**config.mk**
```make
export PLATFORM = sky130hd
export DESIGN_NAME = shift_sequencer
export DESIGN_NICKNAME = d
export VERILOG_FILES = /design/src/rtl/shift_sequencer_pkg.sv /design/src/rtl/shift_step.sv /design/src/rtl/shift_sequencer.sv
export SDC_FILE = /design/constraint.sdc
export NUM_CORES = 1
export LEC_CHECK = 0
export ABC_AREA = 0
export CAP_MARGIN = 20
export CORE_MARGIN = 2
export CORE_UTILIZATION = 50
export DETAILED_ROUTE_END_ITERATION = 10
export HOLD_SLACK_MARGIN = 0.12
export PLACE_DENSITY = 0.67
export SLEW_MARGIN = 30
export SYNTH_ARGS = -nofsm -noshare
export SYNTH_HDL_FRONTEND = slang
export SYNTH_HIERARCHICAL = 1
export SYNTH_SLANG_ARGS = --single-unit
```
**constraint.sdc**
```tcl
create_clock -name clk -period 5.35 [get_ports clk]
set_clock_uncertainty 0.15 [all_clocks]
set_input_delay 0.8025 -clock clk [delete_from_list [all_inputs] [get_ports clk]]
set_output_delay 0.8025 -clock clk [all_outputs]
set_load 0.01 [all_outputs]
```
**src/rtl/shift_sequencer_pkg.sv**
```systemverilog
// Shared definitions for the register-specified shift sequencer: shift codes,
// FSM state encodings and the shift-amount load rule.
package shift_sequencer_pkg;

    typedef enum logic [1:0] {
        SH_LSL = 2'b00,
        SH_LSR = 2'b01,
        SH_ASR = 2'b10,
        SH_ROR = 2'b11
    } sh_e;

    typedef enum logic [1:0] {
        ST_IDLE  = 2'b00,
        ST_SHIFT = 2'b01,
        ST_DONE  = 2'b10
    } state_e;

    localparam logic [5:0] REM_SAT = 6'd33;

    // Linear shifts saturate at 33 so the 32nd step produces the ARM carry and the
    // extra step clears it; ROR only cares about the amount mod 32.
    function automatic logic [5:0] calc_rem(input logic [1:0] sh, input logic [7:0] amount);
        logic [5:0] r;
        if (sh == SH_ROR) begin
            r = {1'b0, amount[4:0]};
            if (amount != 8'd0 && amount[4:0] == 5'd0) r = 6'd32;
        end else begin
            r = (amount > 8'd33) ? REM_SAT : amount[5:0];
        end
        return r;
    endfunction

endpackage

```
**src/rtl/shift_step.sv**
```systemverilog
// Combinational single-step shifter: shifts data by k (0..STEP) and returns
// the ARM-style carry-out of that step; k=0 passes data and carry through.
module shift_step
    import shift_sequencer_pkg::*;
(
    input  logic [31:0] data,
    input  logic [5:0]  k,
    input  logic [1:0]  sh,
    input  logic        cin,
    output logic [31:0] data_o,
    output logic        cout
);

    logic [32:0]        lsl_t;
    logic [32:0]        lsr_t;
    logic signed [32:0] asr_t;
    logic [31:0]        ror_t;

    // A guard bit beside the data word catches the last bit shifted out.
    always_comb begin
        lsl_t = {1'b0, data} << k;
        lsr_t = {data, 1'b0} >> k;
        asr_t = $signed({data, 1'b0}) >>> k;
        ror_t = (data >> k) | (data << (6'd32 - k));
    end

    always_comb begin
        data_o = data;
        cout   = cin;
        if (k != 6'd0) begin
            unique case (sh)
                SH_LSL: begin data_o = lsl_t[31:0];  cout = lsl_t[32]; end
                SH_LSR: begin data_o = lsr_t[32:1];  cout = lsr_t[0];  end
                SH_ASR: begin data_o = asr_t[32:1];  cout = asr_t[0];  end
                SH_ROR: begin data_o = ror_t;        cout = ror_t[31]; end
            endcase
        end
    end

endmodule

```
**src/rtl/shift_sequencer.sv**
```systemverilog
// Multi-cycle controller for register-specified shifts: iterates a step shifter
// at most STEP bits per cycle and hands back an ARM-exact result and carry.
module shift_sequencer
    import shift_sequencer_pkg::*;
#(
    parameter int STEP = 4
) (
    input  logic        clk,
    input  logic        reset_n,
    input  logic        flush,
    input  logic        in_valid,
    output logic        in_ready,
    input  logic [31:0] operand,
    input  logic [1:0]  sh,
    input  logic [7:0]  amount,
    input  logic        carry_in,
    output logic        out_valid,
    input  logic        out_ready,
    output logic [31:0] result,
    output logic        carry_out
);

    localparam logic [5:0] STEP_K = 6'(STEP);

    state_e      state_q;
    logic [5:0]  rem_q;
    logic [31:0] data_q;
    logic        cy_q;
    logic [1:0]  sh_q;
    logic        in_ready_q;
    logic        out_valid_q;
    logic [31:0] result_q;
    logic        carry_out_q;

    logic [5:0]  k_d;
    logic [5:0]  rem_d;
    logic [5:0]  rem_ld_d;
    logic [31:0] step_data;
    logic        step_cy;

    always_comb begin
        k_d      = (rem_q < STEP_K) ? rem_q : STEP_K;
        rem_d    = rem_q - k_d;
        rem_ld_d = calc_rem(sh, amount);
    end

    shift_step u_step (
        .data   (data_q),
        .k      (k_d),
        .sh     (sh_q),
        .cin    (cy_q),
        .data_o (step_data),
        .cout   (step_cy)
    );

    // Outputs are captured only on entry to DONE, so flush leaves the last
    // delivered result on the bus rather than a partial shift.
    always_ff @(posedge clk or negedge reset_n) begin
        if (!reset_n) begin
            state_q     <= ST_IDLE;
            rem_q       <= 6'd0;
            data_q      <= 32'd0;
            cy_q        <= 1'b0;
            sh_q        <= 2'b00;
            in_ready_q  <= 1'b1;
            out_valid_q <= 1'b0;
            result_q    <= 32'd0;
            carry_out_q <= 1'b0;
        end else if (flush) begin
            state_q     <= ST_IDLE;
            rem_q       <= 6'd0;
            in_ready_q  <= 1'b1;
            out_valid_q <= 1'b0;
        end else begin
            unique case (state_q)
                ST_IDLE: begin
                    if (in_valid) begin
                        data_q     <= operand;
                        sh_q       <= sh;
                        cy_q       <= carry_in;
                        rem_q      <= rem_ld_d;
                        in_ready_q <= 1'b0;
                        if (rem_ld_d == 6'd0) begin
                            state_q     <= ST_DONE;
                            out_valid_q <= 1'b1;
                            result_q    <= operand;
                            carry_out_q <= carry_in;
                        end else begin
                            state_q <= ST_SHIFT;
                        end
                    end
                end
                ST_SHIFT: begin
                    data_q <= step_data;
                    cy_q   <= step_cy;
                    rem_q  <= rem_d;
                    if (rem_d == 6'd0) begin
                        state_q     <= ST_DONE;
                        out_valid_q <= 1'b1;
                        result_q    <= step_data;
                        carry_out_q <= step_cy;
                    end
                end
                ST_DONE: begin
                    if (out_ready) begin
                        state_q     <= ST_IDLE;
                        out_valid_q <= 1'b0;
                        in_ready_q  <= 1'b1;
                    end
                end
                default: begin
                    state_q     <= ST_IDLE;
                    in_ready_q  <= 1'b1;
                    out_valid_q <= 1'b0;
                end
            endcase
        end
    end

    assign in_ready  = in_ready_q;
    assign out_valid = out_valid_q;
    assign result    = result_q;
    assign carry_out = carry_out_q;

endmodule

```
# After elaboration in Yosys (flattened, before gate mapping)
# Index checks and enable logic that the tools add are counted.
[totals]
wordCells = 90
inputBits = 48
regBits = 78
n_memories = 0
latchBits = 0
ramBits = 0
romBits = 0
[classes]
mux = 39
n_reduce_logical = 17
multipliers = 0
n_shift = 5
order_cmp = 2
n_addsub = 2
div_mod_pow = 0
n_eq_ne = 14
n_bitwise = 2
[op_table]
columns = ["operator", "n"]
rows = [
  ["$mux 32", 5],
  ["$pmux 32 s2", 2],
  ["$pmux 32 s4", 1],
  ["$mux 6", 6],
  ["$shl 32x6->33", 1],
  ["$shr 33x6->33", 1],
  ["$sshr 33x6->33", 1],
  ["$or 32x32->32", 1],
  ["$shl 32x6->32", 1],
  ["$shr 32x6->32", 1],
  ["$mux 1", 13],
  ["$logic_not 6->1", 2],
  ["$ne 3x3->1 const B", 4],
  ["$pmux 6 s2", 1],
  ["$reduce_and 3->1", 4],
  ["$mux 2", 5],
  ["$eq 2x2->1 const B", 4],
  ["$gt 8x6->1 const B", 1],
  ["$ne 2x2->1 const B", 4],
  ["$reduce_bool 8->1", 1],
  ["$lt 6x3->1 const B", 1],
  ["$pmux 1 s3", 2],
  ["$pmux 2 s3", 1],
  ["$reduce_bool 6->1", 1],
  ["14 further kinds", 17],
]

# Logic depth before layout (Yosys ltp)
[depth]
depth_word = 9
mapped_depth = 22
depth_no_buf = 12

# Cells and area by module
# The synthesis kept the hierarchy.
[by_module_without_submodules]
columns = ["module", "n_inst", "cells_per_inst", "area_each_um2"]
rows = [
  ["shift_step", 1, 934, 7180.6],
  ["shift_sequencer", 1, 387, 3816.2],
]

# Worst setup path after synthesis
# OpenSTA, ideal clock, no wires.
[synth_timing]
path_type = "reg2reg"
from = "register rem_q[3]"
to = "register result_q[27], in the netlist result[27]"
n_path_buf = 7
t_arrival_ns = 4.113
setup_ns = 0.134
t_required_ns = 5.066
path_stages_with_launch = 20
setup_slack_ns = 0.953
path_cell_list = "dfrtp_1 buf_6 or4_1 buf_2 nor2_1 buf_6 buf_6 inv_2 buf_6 buf_2 ha_1 clkbuf_1 mux4_2 mux2_2 mux2_2 mux2_2 a21oi_1 o21ai_1 mux2i_1 a221oi_1"
[synth_between]
elab_chain_cells = 9
elab_cells_between_ends = 18
[synth_rtl]
columns = ["element", "line_no", "text"]
rows = [
  ["start, declared", "shift_sequencer.sv:26", "logic [5:0] rem_q;"],
  ["start signal, assigned", "shift_sequencer.sv:81", "rem_q <= rem_ld_d;"],
  ["start signal, assigned", "shift_sequencer.sv:96", "rem_q <= rem_d;"],
  ["$lt 6x3->1 (*)", "shift_sequencer.sv:42", "k_d = (rem_q < STEP_K) ? rem_q : STEP_K;"],
  ["$mux 6 (*)", "shift_sequencer.sv:42", ""],
  ["named net k_d[2]", "shift_sequencer.sv:35", "logic [5:0] k_d;"],
  ["$sub 6x6->6", "shift_step.sv:24", "ror_t = (data >> k) | (data << (6'd32 - k));"],
  ["$shl 32x6->32", "shift_step.sv:24", ""],
  ["$or 32x32->32", "shift_step.sv:24", ""],
  ["$pmux 32 s4", "shift_step.sv:31", "unique case (sh)"],
  ["$mux 32 (*)", "shift_step.sv:30", "if (k != 6'd0) begin"],
  ["named net step_data[27]", "shift_sequencer.sv:38", "logic [31:0] step_data;"],
  ["$mux 32 (*)", "shift_sequencer.sv:97", "if (rem_d == 6'd0) begin"],
  ["$pmux 32 s2 (*)", "shift_sequencer.sv:75", "unique case (state_q)"],
  ["end signal, assigned", "shift_sequencer.sv:86", "result_q <= operand;"],
  ["end signal, assigned", "shift_sequencer.sv:100", "result_q <= step_data;"],
  ["end, declared", "shift_sequencer.sv:32", "logic [31:0] result_q;"],
]
# The timed path passes the listed nets; every way through them passes the cells marked *. The select of a mux whose other input is x is not followed.
# A chain may end at the register's enable or synchronous reset.

# Worst setup path in the final report
[layout_timing]
from = "register rem_q[4]"
to = "register result_q[30], in the netlist result[30]"
# Same word-level chain as after synthesis.

==> results_dict.tcl <==
set metrics [dict create \
    gr-usage-all-layers 0.467 \
    die-width_um 152 \
    fp.dieH_um 152 \
    cts.sinks 78 \
    cts-htree-levels 3 \
    status "finished, final reports clean" \
    cp_num_buf_inv 2 \
    dp_slack_ps 482 \
    ys_async_sr_fraction 1.00 \
    setup_viol 0 \
    critPathKind "flip-flop to flip-flop" \
    regToRegSetupSlack_ps 330 \
    fill_cells 1974 \
    end_kind "flip-flop" \
    tns_ps 0 \
    num_antenna_cells 0 \
    synth-edff-count 0 \
    fp.dieArea_mm2 0.0232 \
    max_slew.worst_pin.slew_ps 1210 \
    crit_slowest_cell "or4_2" \
    num_rows 54 \
    required_ps 5440 \
    core_area_mm2 0.0217 \
    yosysSeqAreaShare 0.178 \
    fin_ws_ps 326 \
    synthToLayoutAreaGrowth_pct 11.5 \
    cts_tree "done" \
    drt-total-wl_um 55700 \
    ios 83 \
    ys_seq_elements 78 \
    cts_hold_buf 0 \
    place_congestion 1.08 \
    initial_core_util 0.507 \
    cp_cell_sequence "or4_2 -> nor2_4 -> inv_1 -> ha_1 -> buf_4 -> mux4_2 -> mux2_2 -> nor2_1 -> a2111oi_1 -> o41ai_1 -> a21oi_1 -> mux2i_1 -> a221oi_1" \
    startpoint_type "flip-flop" \
    drive_gt1_frac 0.172 \
    rsz0062_at_grt "false" \
    wl_per_cell_um 34.4 \
    overflow 0 \
    via_per_inst 7.73 \
    slew_viol_final 0 \
    cts_buffer_depth 2 \
    cp_data_arrival_time_ps 5110 \
    synth-main-ff-cell "dfrtp_1" \
    hold_ws_ps 348 \
    cts_resized 0 \
    finalNetCount 1382 \
    grt_pass1_wl_um 81200 \
    ant_nets 0 \
    drtPass1Iterations 6 \
    cp_max_fo 15 \
    route.detailed.drc 0 \
    clk_pin_slew_worst_paths_ps 70 \
    timing.final.crit_share 0.939 \
    cap_violations 0 \
    antenna_found_initial 1 \
    postSynthCellCount 1321 \
    cpPeakStageDelay_ps 860 \
    syn_area_mm2 0.0110 \
    hp-class "input pin to asynchronous set/reset pin" \
    slew_headroom 0.185 \
    yosys_warnings 6 \
    post-cts-setup-buffer-count 0 \
    dp_hpwl_um 39400 \
    drt_iter0_drc 2094 \
    fmax_mhz 199 \
    portBuffers 82 \
    final_hold_viol_count 0 \
    cts_buffers 9 \
    syn_avg_cell_area_um2 8.32 \
    grt_pass1_vias 11800 \
    vias 12500 \
    period_minus_slack_ps 5020 \
    fin_util 0.565 \
    critical-path-top-delay-family "compound AO/OA/AOI/OAI gates" \
    worst_skew_pair.late_latency_ps 340 \
    synth.distinct_cells 95 \
    cts.root.buffer_cell "clkbuf_16" \
    grt_max_degree 100 \
]
[stage by stage]
| step | instance area, µm² | cells |
|---|---|---|
| after global placement | 12000 | 1601 |
| after floorplan | 11100 | 1337 |
| final | 12300 | 1617 |
| after CTS | 12300 | 1617 |
| after global routing | 12300 | 1617 |
| after detailed placement | 12000 | 1601 |
[final cells by class]
type                            count  area, µm²  share of cell area
Tap cell                          280        350              0.0286
Multi-Input combinational cell   1063       8230               0.671
Clock inverter                      6       52.6             0.00429
Clock buffer                       10        239              0.0195
Sequential cell                    78       1950               0.159
Timing Repair Buffer              137       1270               0.104
Inverter                           43        161              0.0132
[metal layers]
layer / vias up / GRT usage / share of wire
li1: 5014 / - / -
met1: 5989 / 0.597 / 0.36
met2: 1199 / 0.689 / 0.42
met3: 295 / 0.157 / 0.15
met4: 0 / 0.277 / 0.080
met5: - / 0 / 0
[cells in the mapped netlist (all sizes together), types with 4 or more instances]
master     n  area (µm²)
a2111oi   12         125
a221oi    36         333
nand2b    10        62.6
nor4       7        65.1
and3       8        50.1
mux2i    115        1160
nand4      7        43.8
and2      11        68.8
o22ai     20         125
clkbuf    85         319
nor2b      9        56.3
nor3      43         225
or3        5        31.3
buf       68         447
o21ai     99         495
o221ai     6        52.6
o21a       6        45.0
nand3     25         125
o211ai     9        72.6
o2111ai    4        35.0
mux2      54         608
o2bb2ai    5        43.8
o22a       7        61.3
nand2    119         447
o31ai      7        57.6
nor2     156         591
a31o       4        35.0
dfrtp     77        1930
a21oi     59         295
or2        8        50.1
o311ai     5        43.8
a211oi    22         165
a31oi     21         138
nand3b     5        37.5
o32ai      6        60.1
mux4      80        1800
inv       43         161
[worst paths after layout]
check	startpoint	to	cells past startpoint
setup / recovery	rem_q[4]$_DFFE_PN0P_	result[30]$_DFFE_PN0P_	13
hold / removal	reset_n	result[0]$_DFFE_PN0P_	1
setup reg to reg	rem_q[4]$_DFFE_PN0P_	result[30]$_DFFE_PN0P_	13
hold reg to reg	out_valid$_DFFE_PN0P_	out_valid$_DFFE_PN0P_	1
max in group asynchronous	reset_n	result[31]$_DFFE_PN0P_	1
min in group clk	out_valid$_DFFE_PN0P_	out_valid$_DFFE_PN0P_	1
[registers in the layout, summed over array words and instances, names as in the netlist]
name and cells:
data_q 32, cy_q 1, carry_out 1, sh_q 2, out_valid 1, state_q 2
result 32, in_ready 1, rem_q 6
[logic make-up (layout without fill, tap and decap cells)]
kind of cell,Yosys count,in the layout,synth area share
AO/OA/AOI/OAI,364,364,0.228
XOR/XNOR,4,4,0.00319
adder cells (fa/ha/maj),2,2,0.00228
buffers and inverters,196,196,0.0843
flip-flops,78,78,0.178
multiplexers,249,249,0.325
other,2,18,0.000683
AND/OR/NAND/NOR,426,426,0.179
[cells in the final DEF, fill, tap and decap left out, drive strengths merged, types with 10 or more instances in the layout]
master,n
nor2,156
nand2,119
mux2i,115
o21ai,99
clkdlybuf4s50,81
mux4,80
dfrtp,77
a21oi,59
buf,56
mux2,54
inv,46
nor3,43
a221oi,36
nand3,25
a211oi,22
a31oi,21
o22ai,20
conb,18
a2111oi,12
and2,11
nand2b,10
clkbuf,10
[worst reg2reg max path: cells and delay by family, from the launching register on]
kind                     cells  cell delay (ps)
multiplexers                 3              570
flip-flops                   1              500
AO/OA/AOI/OAI                4             1500
AND/OR/NAND/NOR              3             1090
buffers and inverters        2              410
adder cells (fa/ha/maj)      1              720
Power is not shown: default switching activity piles up to over one toggle a cycle in this logic, so the estimate is an artifact.
